===== config.mk =====
export PLATFORM = sky130hd
export DESIGN_NAME = pdm_byte_packer
export DESIGN_NICKNAME = d
export VERILOG_FILES = /design/src/rtl/pdm_byte_packer.sv
export SDC_FILE = /design/constraint.sdc
export NUM_CORES = 1
export LEC_CHECK = 0
export ABC_AREA = 1
export CORE_MARGIN = 1.5
export CORE_UTILIZATION = 60
export DETAILED_ROUTE_END_ITERATION = 10
export GPL_ROUTABILITY_DRIVEN = 0
export PLACE_DENSITY_LB_ADDON = 0.1
export SLEW_MARGIN = 20
export SYNTH_ARGS = -nofsm -noshare
export SYNTH_HDL_FRONTEND = slang
export SYNTH_SLANG_ARGS = --single-unit

===== constraint.sdc =====
create_clock -name clk -period 5.7 [get_ports clk]
set_input_delay 1.14 -clock clk [delete_from_list [all_inputs] [get_ports clk]]
set_output_delay 1.14 -clock clk [all_outputs]
set_load 0.01 [all_outputs]

===== src/rtl/pdm_byte_packer.sv =====
// PDM capture front end: divides the system clock down to the microphone bit clock,
// packs synchronized PDM samples MSB-first into bytes and buffers them in a FWFT FIFO.
module pdm_byte_packer #(
  parameter int CLK_DIV    = 40,
  parameter int FIFO_DEPTH = 16
) (
  input  logic                        clk,
  input  logic                        rst,
  input  logic                        en,
  output logic                        pdm_clk,
  input  logic                        pdm_data,
  output logic [7:0]                  tx_data,
  output logic                        tx_valid,
  input  logic                        tx_ready,
  output logic                        overflow,
  output logic [15:0]                 drop_count,
  output logic [$clog2(FIFO_DEPTH):0] level
);

  localparam int DW = $clog2(CLK_DIV);
  localparam int AW = $clog2(FIFO_DEPTH);
  localparam logic [DW-1:0] DIV_LAST = DW'(CLK_DIV - 1);
  localparam logic [DW-1:0] DIV_HALF = DW'(CLK_DIV / 2);
  localparam logic [AW:0]   FULL_LVL = (AW + 1)'(FIFO_DEPTH);

  function automatic logic [15:0] sat_inc16(input logic [15:0] v);
    return (v == 16'hFFFF) ? v : v + 16'd1;
  endfunction

  logic          sync_p0, sync_p1;
  logic [DW-1:0] div_cnt;
  logic [2:0]    bit_idx;
  logic [6:0]    shift;
  logic [7:0]    byte_p2;
  logic          vld_p2;
  logic [7:0]    mem [FIFO_DEPTH];
  logic [AW-1:0] wr_ptr, rd_ptr;
  logic          sample, full, wr_en, rd_en, drop;

  // Stage p0/p1: two-flop synchronizer for the asynchronous microphone data
  always_ff @(posedge clk) begin
    sync_p0 <= pdm_data;
    sync_p1 <= sync_p0;
  end

  // Divider, bit clock and MSB-first packing
  assign sample = en && (div_cnt == DIV_LAST);

  always_ff @(posedge clk) begin
    if (rst || !en) begin
      div_cnt <= '0;
      bit_idx <= '0;
      shift   <= '0;
      pdm_clk <= 1'b0;
    end else begin
      div_cnt <= (div_cnt == DIV_LAST) ? '0 : div_cnt + 1'b1;
      pdm_clk <= (div_cnt < DIV_HALF);
      if (sample) begin
        shift   <= {shift[5:0], sync_p1};
        bit_idx <= bit_idx + 1'b1;
      end
    end
  end

  // Stage p2: completed byte held for one cycle ahead of the FIFO write
  always_ff @(posedge clk) begin
    if (rst) vld_p2 <= 1'b0;
    else     vld_p2 <= sample && (bit_idx == 3'd7);
  end

  always_ff @(posedge clk) begin
    if (sample && (bit_idx == 3'd7)) byte_p2 <= {shift, sync_p1};
  end

  // Full is judged on the registered level, so a pop in the same cycle never makes room.
  assign full     = (level == FULL_LVL);
  assign wr_en    = vld_p2 && !full;
  assign drop     = vld_p2 && full;
  assign tx_valid = (level != '0);
  assign rd_en    = tx_valid && tx_ready;
  assign tx_data  = tx_valid ? mem[rd_ptr] : 8'h00;

  always_ff @(posedge clk) begin
    if (wr_en) mem[wr_ptr] <= byte_p2;
  end

  always_ff @(posedge clk) begin
    if (rst) begin
      wr_ptr     <= '0;
      rd_ptr     <= '0;
      level      <= '0;
      overflow   <= 1'b0;
      drop_count <= '0;
    end else begin
      if (wr_en) wr_ptr <= wr_ptr + 1'b1;
      if (rd_en) rd_ptr <= rd_ptr + 1'b1;
      case ({wr_en, rd_en})
        2'b10:   level <= level + 1'b1;
        2'b01:   level <= level - 1'b1;
        default: level <= level;
      endcase
      if (drop) begin
        overflow   <= 1'b1;
        drop_count <= sat_inc16(drop_count);
      end
    end
  end

endmodule


==> results.sh <==
export IMPL_dp_cells=888
export IMPL_cp_max_fo=65
export IMPL_drv_slew=0
export IMPL_tightestPinTransition_ns=1.05
export IMPL_cts_root_buf="clkbuf_16"
export IMPL_yosys_warnings=0
export IMPL_cts_resized=0
export IMPL_synthFlopType="edfxtp_1"
export IMPL_final_cell_area_um2=8820
export IMPL_synthDistinctLibCells=39
export IMPL_crit_type="reg -> out"
export IMPL_layout_nets=752
export IMPL_skew_ns=0.00713
export IMPL_syn2layout_area_growth_pct=12.9
export IMPL_rsz0062_at_grt="false"
export IMPL_drtPass1Iterations=5
export IMPL_avgSynthCellArea_um2=11.1
export IMPL_clk_latency_ns=0.43
export IMPL_finalHoldViolCount=0
export IMPL_finalCriticalPeriod_ns=4.40
export IMPL_clock_fmax_mhz=227
export IMPL_multi_input_area_um2=2300
export IMPL_antenna_left=0
export IMPL_ctsHoldBuffers=0
export IMPL_cts_htree_levels=4
export IMPL_antenna_found_initial=0
export IMPL_r2r_start="level[2]"
export IMPL_status="completed"
export IMPL_r2r_end="mem[15][3]"
export IMPL_regArea_um2=5170
export IMPL_fillCellCount=946
export IMPL_dieHeight_um=117
export IMPL_numClockSinks=190
export IMPL_slew_headroom_pct=29.7
export IMPL_grt_pass1_wl_um=25600
export IMPL_worstPathRequired_ns=4.56
export IMPL_tns_ns=0
export IMPL_num_vias=5448
export IMPL_period_share_pct=77.1
export IMPL_overflow=0
export IMPL_ys_async_sr_fraction_pct=0
export IMPL_stdcell_count=920
export IMPL_cts_setup_buffers=0
export IMPL_maxCapViolCount=0
export IMPL_worst_endpoint_arrival_ns=3.26
export IMPL_rr_worst_depth=6
export IMPL_drive_gt1_share_pct=7.75
export IMPL_die_w_um=117
export IMPL_drc_errors=0
export IMPL_antennaDiodeCount=0
export IMPL_hpwlAfterDp_um=10400
export IMPL_layout_commonest_cell="edfxtp_1"
export IMPL_path_clk_slew_ns=0.07
export IMPL_synth_enable_flop_cells=136
export IMPL_wl_per_cell_um=18.0
export IMPL_ir_worst_vdd_v=0.000204
export IMPL_cts_buffers=17
export IMPL_cts_tree="done"
export IMPL_synth_fp_nets=722
export IMPL_port_buffers=36
export IMPL_final_util_pct=69.6
export IMPL_r2r_setup_slack_ns=3.41
export IMPL_initial_core_util_pct=61.7
export IMPL_drt_wl_total_um=16500
export IMPL_clockBufferDepth=2
export IMPL_via_per_inst=5.92
export IMPL_p_per_area_nw_per_um2=384
export IMPL_coreArea_um2=12700
export IMPL_endpoint="tx_data[1]"
export IMPL_fp_dieArea_um2=13700
export IMPL_setup_violations=0
export IMPL_critPathLaunchType="flop"
export IMPL_ys_seq_area_share_pct=66.1
export IMPL_leakage_nw=2.87
export IMPL_first_iter_violations=449
export IMPL_mostFrequentLayoutCells="edfxtp_1, nor2_1, o21ai_0"
export IMPL_std_cell_rows=41
export IMPL_io_pins=37
export IMPL_grt_max_degree=66
export IMPL_grt_pass1_vias=5110
export IMPL_postPlaceCellArea_um2=8270
export IMPL_grt_use_total_pct=25.6
export IMPL_syn_area_um2=7810
export IMPL_crit_path_end_kind="primary output"
export IMPL_hp_class="reg -> reg"
export IMPL_synth_cells=705
export IMPL_ys_ff_latch=190
[logic make-up after synthesis]
group	count (synthesis)	share of synthesized area (%)
AO/OA/AOI/OAI	163	12.0
XOR/XNOR	9	1.01
adder cells (fa/ha/maj)	12	1.92
buffers and inverters	84	4.48
flip-flops	190	66.1
multiplexers	1	0.128
AND/OR/NAND/NOR	246	14.3
[cells in the mapped netlist (7+ instances only)]
cell type	n	share of area (%)
clkbuf_1	12	0.58
edfxtp_1	136	52
nand4_1	9	0.72
buf_2	10	0.64
nor2_1	126	6.1
nor3_1	8	0.51
a21oi_1	35	2.2
nand3_1	31	2.0
nand2_1	49	2.4
dfxtp_1	54	14
o21ai_1	7	0.45
inv_1	52	2.5
xor2_1	7	0.78
o21ai_0	85	5.4
ha_1	12	1.9
o221ai_1	28	3.1
nand2_2	7	0.56
[final cells by class]
cell class	instances	share of cell area, %
Clock buffer	17	4.82
Clock inverter	15	1.38
Inverter	57	2.45
Multi-Input combinational cell	431	26.1
Sequential cell	190	58.6
Tap cell	172	2.44
Timing Repair Buffer	38	4.26
[metrics by stage]
| stage | hold WS [ns] | power [mW] | setup slack, ns |
|---|---|---|---|
| 2_1_floorplan | 0.310 | 2.04 | 3.29 |
| 3_3_place_gp | 0.312 | 2.28 | 1.92 |
| 3_5_place_dp | 0.316 | 2.31 | 1.80 |
| 4_1_cts | 0.331 | 3.39 | 1.33 |
| 5_1_grt | 0.344 | 3.52 | 1.09 |
| 6_report | 0.328 | 3.39 | 1.30 |
[flip-flops by register name, indices dropped and copies added, names as in the netlist, 3 cells and up, named ones only]
| register | cells |
|---|---|
| wr_ptr | 4 |
| div_cnt | 6 |
| drop_count | 16 |
| level | 5 |
| byte_p2 | 8 |
| bit_idx | 3 |
| shift | 7 |
| rd_ptr | 4 |
| mem | 128 |
[routing by layer]
metal,part of all wire [%],wire length [um],track usage (%),vias to the layer above
li1,-,-,-,2557
met1,41,6780,32.1,2649
met2,51,8390,42.8,205
met3,6.0,999,6.13,37
met4,2.3,378,11.0,0
met5,0,0,0,-
[critical path, stage by stage (launching register included)]
cell and delay (ns):
dfxtp_2 0.31, buf_4 0.31, inv_2 0.79, o21ai_0 0.25, o221ai_1 0.31, nand3_1 0.12, a21oi_1 0.16, clkdlybuf4s50_1 0.55
[worst min path at each step]
stage             from  endpoint  cells past startpoint
5_1_grt        sync_p0   sync_p1                      0
4_1_cts        sync_p0   sync_p1                      0
6_report       sync_p0   sync_p1                      0
3_5_place_dp   sync_p0   sync_p1                      0
3_3_place_gp   sync_p0   sync_p1                      0
2_1_floorplan  sync_p0   sync_p1                      0
[report_power, final]
group / total, mW / internal (mW) / switching [mW]
clock: 1.10 / 0.597 / 0.503
sequential: 1.52 / 1.49 / 0.0316
combinational: 0.770 / 0.283 / 0.487
No activity file was read; power rests on OpenSTA's default activity.
